$ cat src/rtl/rom_loader.sv
// rom_loader
// Boot-stage loader for the Hack computer. It takes a byte stream over a
// valid/ready handshake and writes 16-bit words into the instruction ROM
// write port. While an image loads, the computer is held in reset. The
// computer is released once the whole image has been accepted.
//
// Stream (big-endian): LEN_HI, LEN_LO, then N words as HI/LO byte pairs.
// When ROM_LOADER_CSUM_EN is defined, one more byte follows the words. That
// byte must equal the modulo-256 sum of every earlier byte in the stream.
//
// Optional feature macro: ROM_LOADER_CSUM_EN (undefined by default).
//
// Ports:
//   clk        system clock, rising edge
//   reset      synchronous active-low reset
//   in_data    stream byte
//   in_valid   in_data valid
//   in_ready   loader accepts a byte this cycle
//   reload     single-cycle request to restart loading (RUN/ERROR only)
//   rom_we     ROM write strobe, one cycle per word
//   rom_addr   ROM write address (ADDR_W bits)
//   rom_data   ROM write data
//   cpu_reset  active-high reset to the computer
//   done       image loaded, computer released
//   error      load failed (sticky until reset or reload)

module rom_loader #(
    parameter int ADDR_W = 15
) (
    input  logic              clk,
    input  logic              reset,
    input  logic [7:0]        in_data,
    input  logic              in_valid,
    output logic              in_ready,
    input  logic              reload,
    output logic              rom_we,
    output logic [ADDR_W-1:0] rom_addr,
    output logic [15:0]       rom_data,
    output logic              cpu_reset,
    output logic              done,
    output logic              error
);

    typedef enum logic [2:0] {
        ST_LEN_HI  = 3'd0,
        ST_LEN_LO  = 3'd1,
        ST_DATA_HI = 3'd2,
        ST_DATA_LO = 3'd3,
`ifdef ROM_LOADER_CSUM_EN
        ST_CHECK   = 3'd4,
`endif
        ST_RUN     = 3'd5,
        ST_ERROR   = 3'd6
    } state_t;

    // Length is compared as 17 bits so that N == 2**ADDR_W is legal.
    localparam logic [16:0] ROM_DEPTH = 17'd1 << ADDR_W;

    state_t      state_r;
    logic [7:0]  len_hi_r;
    logic [15:0] len_r;
    logic [7:0]  data_hi_r;
    logic [16:0] word_idx_r;

    logic        accept_s;
    logic [16:0] len_in_s;
    logic        last_word_s;

    assign accept_s    = in_valid & in_ready;
    assign len_in_s    = {1'b0, len_hi_r, in_data};
    assign last_word_s = ((word_idx_r + 17'd1) == {1'b0, len_r});

`ifdef ROM_LOADER_CSUM_EN
    logic [7:0] csum_r;

    function automatic logic [7:0] csum_add(input logic [7:0] acc, input logic [7:0] b);
        return acc + b;
    endfunction
`endif

    // Loader FSM with registered handshake, ROM-write and status outputs.
    always_ff @(posedge clk) begin
        if (!reset) begin
            state_r    <= ST_LEN_HI;
            in_ready   <= 1'b1;
            rom_we     <= 1'b0;
            rom_addr   <= '0;
            rom_data   <= 16'h0000;
            cpu_reset  <= 1'b1;
            done       <= 1'b0;
            error      <= 1'b0;
            len_hi_r   <= 8'h00;
            len_r      <= 16'h0000;
            data_hi_r  <= 8'h00;
            word_idx_r <= 17'd0;
`ifdef ROM_LOADER_CSUM_EN
            csum_r     <= 8'h00;
`endif
        end else begin
            // The write strobe is a pulse. The address and data registers keep their values.
            rom_we <= 1'b0;
`ifdef ROM_LOADER_CSUM_EN
            // The checksum byte also accumulates here. That is harmless, because leaving CHECK ends the load.
            if (accept_s) begin
                csum_r <= csum_add(csum_r, in_data);
            end
`endif
            case (state_r)
                ST_LEN_HI: begin
                    if (accept_s) begin
                        len_hi_r <= in_data;
                        state_r  <= ST_LEN_LO;
                    end
                end
                ST_LEN_LO: begin
                    if (accept_s) begin
                        len_r <= len_in_s[15:0];
                        if (len_in_s > ROM_DEPTH) begin
                            state_r  <= ST_ERROR;
                            in_ready <= 1'b0;
                            error    <= 1'b1;
                        end else if (len_in_s == 17'd0) begin
`ifdef ROM_LOADER_CSUM_EN
                            state_r   <= ST_CHECK;
`else
                            state_r   <= ST_RUN;
                            in_ready  <= 1'b0;
                            cpu_reset <= 1'b0;
                            done      <= 1'b1;
`endif
                        end else begin
                            state_r <= ST_DATA_HI;
                        end
                    end
                end
                ST_DATA_HI: begin
                    if (accept_s) begin
                        data_hi_r <= in_data;
                        state_r   <= ST_DATA_LO;
                    end
                end
                ST_DATA_LO: begin
                    if (accept_s) begin
                        rom_we     <= 1'b1;
                        rom_addr   <= word_idx_r[ADDR_W-1:0];
                        rom_data   <= {data_hi_r, in_data};
                        word_idx_r <= word_idx_r + 17'd1;
                        if (last_word_s) begin
`ifdef ROM_LOADER_CSUM_EN
                            state_r   <= ST_CHECK;
`else
                            state_r   <= ST_RUN;
                            in_ready  <= 1'b0;
                            cpu_reset <= 1'b0;
                            done      <= 1'b1;
`endif
                        end else begin
                            state_r <= ST_DATA_HI;
                        end
                    end
                end
`ifdef ROM_LOADER_CSUM_EN
                ST_CHECK: begin
                    if (accept_s) begin
                        in_ready <= 1'b0;
                        if (in_data == csum_r) begin
                            state_r   <= ST_RUN;
                            cpu_reset <= 1'b0;
                            done      <= 1'b1;
                        end else begin
                            state_r <= ST_ERROR;
                            error   <= 1'b1;
                        end
                    end
                end
`endif
                ST_RUN, ST_ERROR: begin
                    if (reload) begin
                        state_r    <= ST_LEN_HI;
                        in_ready   <= 1'b1;
                        cpu_reset  <= 1'b1;
                        done       <= 1'b0;
                        error      <= 1'b0;
                        len_hi_r   <= 8'h00;
                        len_r      <= 16'h0000;
                        word_idx_r <= 17'd0;
`ifdef ROM_LOADER_CSUM_EN
                        csum_r     <= 8'h00;
`endif
                    end
                end
                default: begin
                    // An unreachable encoding fails safe and holds the computer in reset.
                    state_r   <= ST_ERROR;
                    in_ready  <= 1'b0;
                    cpu_reset <= 1'b1;
                    done      <= 1'b0;
                    error     <= 1'b1;
                end
            endcase
        end
    end

endmodule

$ cat config.mk
export PLATFORM = sky130hd
export DESIGN_NAME = rom_loader
export DESIGN_NICKNAME = d
export VERILOG_FILES = /design/src/rtl/rom_loader.sv
export SDC_FILE = /design/constraint.sdc
export NUM_CORES = 1
export LEC_CHECK = 0
export CORE_MARGIN = 5
export CORE_UTILIZATION = 60
export CTS_CLUSTER_SIZE = 10
export DETAILED_ROUTE_END_ITERATION = 10
export DONT_BUFFER_PORTS = 1
export GPL_TIMING_DRIVEN = 0
export PLACE_DENSITY = 0.85
export SLEW_MARGIN = 25
export SYNTH_ARGS = -nofsm -noshare
export SYNTH_HDL_FRONTEND = slang
export SYNTH_SLANG_ARGS = --single-unit
$ cat constraint.sdc
create_clock -name clk -period 7.6 [get_ports clk]
set_clock_uncertainty 0.15 [all_clocks]
set_input_delay 0.76 -clock clk [delete_from_list [all_inputs] [get_ports clk]]
set_output_delay 0.76 -clock clk [all_outputs]
set_load 0.005 [all_outputs]
# == Yosys cells after proc, flatten, opt, wreduce, memory -nomap -nowiden ==
# Index checks and enable logic that the tools add are counted.
# classes
addsub,1
magnitude_cmp,1
n_eq_ne,16
muxes,39
n_bitwise,3
n_reduce_logical,18
# op_table
op,n
$mux 17,2
$pmux 17 s2,1
$mux 16,2
$pmux 16 s2,1
$mux 3,8
$ne 2x2->1 const B,9
$add 17x1->17 const B,1
$eq 17x16->1,1
$logic_not 17->1,1
$mux 1,17
$gt 16x16->1 const B,1
$mux 8,2
$pmux 8 s2,1
$pmux 3 s5,1
$pmux 1 s4,3
$reduce_and 3->1,3
$reduce_and 7->1,1
$eq 3x2->1 const B,2
$eq 3x3->1 const B,2
$reduce_and 2->1,3
$reduce_and 6->1,1
$reduce_bool 2->1,3
$reduce_and 5->1,1
$reduce_and 4->1,1
8 further kinds,10
# word_totals
ff_bits,88
inputBits,12
output_inout_bits,36
wordCells,90

# == Logic depth before layout (Yosys ltp) ==
# depth
ltp_word,5
mapped_depth,9
mapped_depth_nobuf,8

# == Least setup slack after synthesis ==
# OpenSTA, ideal clock, no wires.
# synth_path
path_type,reg-to-reg
start,register word_idx_r[0]
end,register in_ready
setup_time_ns,0.138
arrival_ns,2.131
required_ns,7.312
slack_ns,5.182
path_stages_with_launch,9
path_buffers,0
synth_period_minus_slack_ns,2.418
path_cell_list,dfxtp_1 > ha_1 > nand3_1 > or3_4 > nor2_2 > xnor2_1 > o2111ai_1 > a2111oi_4 > a31oi_1
# synth_via
elab_chain_cells,4
# synth_lines
element,line_no,text
from (decl),63,logic [16:0] word_idx_r;
from (signal assigned),147,word_idx_r <= word_idx_r + 17'd1;
$add 17x1->17,71,"assign last_word_s = ((word_idx_r + 17'd1) == {1'b0, len_r});"
$eq 17x16->1,71,
$ne 2x2->1 (no line),-,
$reduce_and 6->1 (no line),-,
to (signal assigned),85,in_ready <= 1'b1;
to (signal assigned),120,in_ready <= 1'b0;
to (signal assigned),127,in_ready <= 1'b0;
to (decl),34,"output logic in_ready,"
# No other way between the ends.
# A chain may end at the register's enable or synchronous reset.

# == Worst setup path in the final report ==
# layout_path
start,register word_idx_r[0]
end,register cpu_reset
# layout_via
elab_chain_cells,4
# layout_lines
element,line_no,text
$add 17x1->17,71,
$eq 17x16->1,71,
$ne 2x2->1 (no line),-,
$reduce_and 7->1 (no line),-,
to (signal assigned),89,cpu_reset <= 1'b1;
to (signal assigned),128,cpu_reset <= 1'b0;
to (signal assigned),154,cpu_reset <= 1'b0;
to (decl),39,"output logic cpu_reset,"
# No other way between the ends.

==> flow_metrics.env <==
export IMPL_grt_pass1_wl_um=17500
export IMPL_cp_data_arrival_time_ns=2.96
export IMPL_cpPeakStageDelay_ns=0.51
export IMPL_end_kind="register"
export IMPL_cts_tree="yes"
export IMPL_post_cts_resized=0
export IMPL_grt_ovfl_total=0
export IMPL_worst_setup_path_start_kind="register"
export IMPL_antenna_cells=0
export IMPL_die_w_um=95.3
export IMPL_rrSetupSlack_ns=4.73
export IMPL_core_area_sq_mm=0.00718
export IMPL_rows=31
export IMPL_grt_max_degree=19
export IMPL_ios=48
export IMPL_cap_violations=0
export IMPL_reg2reg_to="cpu_reset"
export IMPL_path_class="register to register"
export IMPL_synth_area_top_cells="dfxtp_1 (40%), nand2_1 (7.9%), nor2b_1 (3.9%)"
export IMPL_worstPathRequired_ns=7.69
export IMPL_cts_setup_buffers=0
export IMPL_areaGrowthSynthToFinish_pct=7.34
export IMPL_synth_edff_count=0
export IMPL_drive_gt1_share_pct=7.79
export IMPL_ctsHoldBuffers=0
export IMPL_power_uw=893
export IMPL_hold_start="data_hi_r[4]"
export IMPL_tightest_slew_ns=1.06
export IMPL_yosys_area_top_type="dfxtp_1"
export IMPL_vias=3891
export IMPL_min_period_ns=2.87
export IMPL_hold_ws_ns=0.310
export IMPL_synth_seq_cells=88
export IMPL_r2r_start="word_idx_r[0]"
export IMPL_first_pass_iters=5
export IMPL_dpl_hpwl_um=7770
export IMPL_htree_levels=3
export IMPL_cts_root_buffer="clkbuf_8"
export IMPL_clkTransAtPathRegs_ns=0.10
export IMPL_numCtsBuffers=9
export IMPL_syn_cell_area_sq_mm=0.00436
export IMPL_hold_path_endpoint="rom_data[12]"
export IMPL_wire_per_inst_um=17.0
export IMPL_yosysMostFrequentCell="nand2_1"
export IMPL_path_cells="ha_1 > nand3_1 > or3_4 > nor2_2 > xnor2_1 > o2111ai_1 > a2111oi_4 > a211oi_1"
export IMPL_setup_tns_ns=0
export IMPL_seq_area_sq_mm=0.00176
export IMPL_die_h_um=95.3
export IMPL_setup_violations=0
export IMPL_drcViolationCount=0
export IMPL_cp_top_family="simple AND/OR/NAND/NOR gates"
export IMPL_antenna_found_initial=0
export IMPL_synth_nets=536
export IMPL_yosys_warnings=0
export IMPL_power_density_mw_per_mm2=191
export IMPL_port_buffers=0
export IMPL_startpoint="word_idx_r[0]"
export IMPL_cts_buffer_depth=2
export IMPL_irDropWorstVdd_mv=0.145
export IMPL_status="finished clean"
export IMPL_ys_seq_area_share_pct=40.4
export IMPL_ys_async_sr_fraction_pct=0
export IMPL_r2r_cells=8
export IMPL_crit_buf_inv=0
export IMPL_ant_nets=0
export IMPL_routed_via_density=6.10
export IMPL_gp_congestion=0.923
export IMPL_fin_nets=547
export IMPL_cp_slowest_cell="a2111oi_4"
export IMPL_netlist_instances=523
export IMPL_initial_utilization_pct=60.8
export IMPL_grt_pass1_vias=3616
export IMPL_multi_input_comb_area_sq_mm=0.00235
export IMPL_max_freq_mhz=348
export IMPL_synth_ff_type="dfxtp_1"
export IMPL_period_share_pct=37.8
export IMPL_synth_top_area_share_pct=40.4
export IMPL_drt_total_wl_um=10800
export IMPL_relSlewSlack_pct=28.7
export IMPL_fill_cells=625
export IMPL_p_leak_nw=1.61
export IMPL_final_hold_viol_count=0
export IMPL_crit_fanout=7
export IMPL_cts_sinks=88
export IMPL_rsz0062_at_grt="no"
export IMPL_dieArea_sq_mm=0.00908
export IMPL_synth_cell_types=59
export IMPL_hold_class="register to register"
export IMPL_synth_commonest_cells="nand2_1 (92), dfxtp_1 (88), nor2b_1 (27)"
export IMPL_clock_latency_ns=0.38
export IMPL_hold_depth=2
export IMPL_drt_initial_drc_count=303
export IMPL_avgSynthCellArea_sq_um=8.34
export IMPL_grt_total_usage_pct=24.8
export IMPL_drv_slew=0
-- through the flow --
stage	worst slack, ns	area (sq um)	utilization [%]	std cells
floorplan	5.18	4360	-	523
global placement	4.79	4490	62.5	622
detailed placement	4.76	4490	62.5	622
CTS	4.75	4680	65.3	638
global route	4.55	4680	65.3	638
finish	4.73	4680	65.3	638
-- power by group --
group	total (mW)	leakage, nW	switching (mW)	internal, mW
clock network	0.323	0.0970	0.194	0.129
logic	0.0885	0.803	0.0528	0.0357
registers	0.482	0.711	0.00948	0.473
total	0.893	1.61	0.256	0.637
-- cell usage in the layout (no fill, tap or decap), drive strengths merged, types with 2 or more instances in the layout --
cell type / count
and3: 10
inv: 8
a21o: 2
nor2: 26
a21oi: 23
clkbuf: 37
a31oi: 8
or2: 2
dfxtp: 88
and2: 2
xnor2: 9
clkinv: 2
nor2b: 27
o2111ai: 2
nor4: 8
or3: 3
o21a: 3
a22oi: 18
o21ai: 26
nor3: 7
a21boi: 40
buf: 12
nand3: 24
o31ai: 6
mux2i: 12
nand2: 92
and4: 2
a211oi: 3
or4: 2
nand4: 5
xor2: 10
nand4b: 2
o41ai: 3
nand2b: 2
-- worst max-delay path by stage --
stage / cells past startpoint / slack, ns / to
2_1_floorplan: 8 / 5.18 / in_ready
3_3_place_gp: 8 / 4.79 / in_ready
3_5_place_dp: 8 / 4.76 / in_ready
4_1_cts: 8 / 4.75 / in_ready
5_1_grt: 7 / 4.55 / cpu_reset
6_report: 8 / 4.73 / cpu_reset
-- worst reg2reg max path: cells and delay by family, from the launching register on --
kind | cells | cell delay (ns)
simple gates | 3 | 0.84
compound gates | 3 | 0.81
flops | 1 | 0.47
fa+ha+maj | 1 | 0.31
xor+xnor | 1 | 0.14
-- layer usage --
metal | global-route usage, % | share of wire, % | vias up
li1 | - | - | 1862
met1 | 30.9 | 43 | 1838
met2 | 39.7 | 45 | 161
met3 | 6.39 | 8.1 | 30
met4 | 12.3 | 3.6 | 0
met5 | 0 | 0 | -
-- kinds of logic after synthesis --
| kind of cell | Yosys count | synth area share (%) |
|---|---|---|
| simple gates | 217 | 24.8 |
| compound gates | 142 | 22.2 |
| flops | 88 | 40.4 |
| buf+inv | 44 | 5.76 |
| xor+xnor | 19 | 3.81 |
| mux | 12 | 2.75 |
| fa+ha+maj | 1 | 0.287 |
-- flip-flops by register name, indices dropped and copies added (netlist names), 3 cells and up --
signal,count
rom_addr,15
rom_data,16
word_idx_r,17
state_r,3
len_r,16
data_hi_r,8
len_hi_r,8
-- final cells by class --
type                       count  area share, %
multi-input combinational    391           50.2
sequential                    88           37.6
buffer                        40           5.05
clock buffer                   9           2.64
tap                           99           2.64
clock inverter                 7           1.55
inverter                       4          0.321
Power figures use the tool's default switching activity.
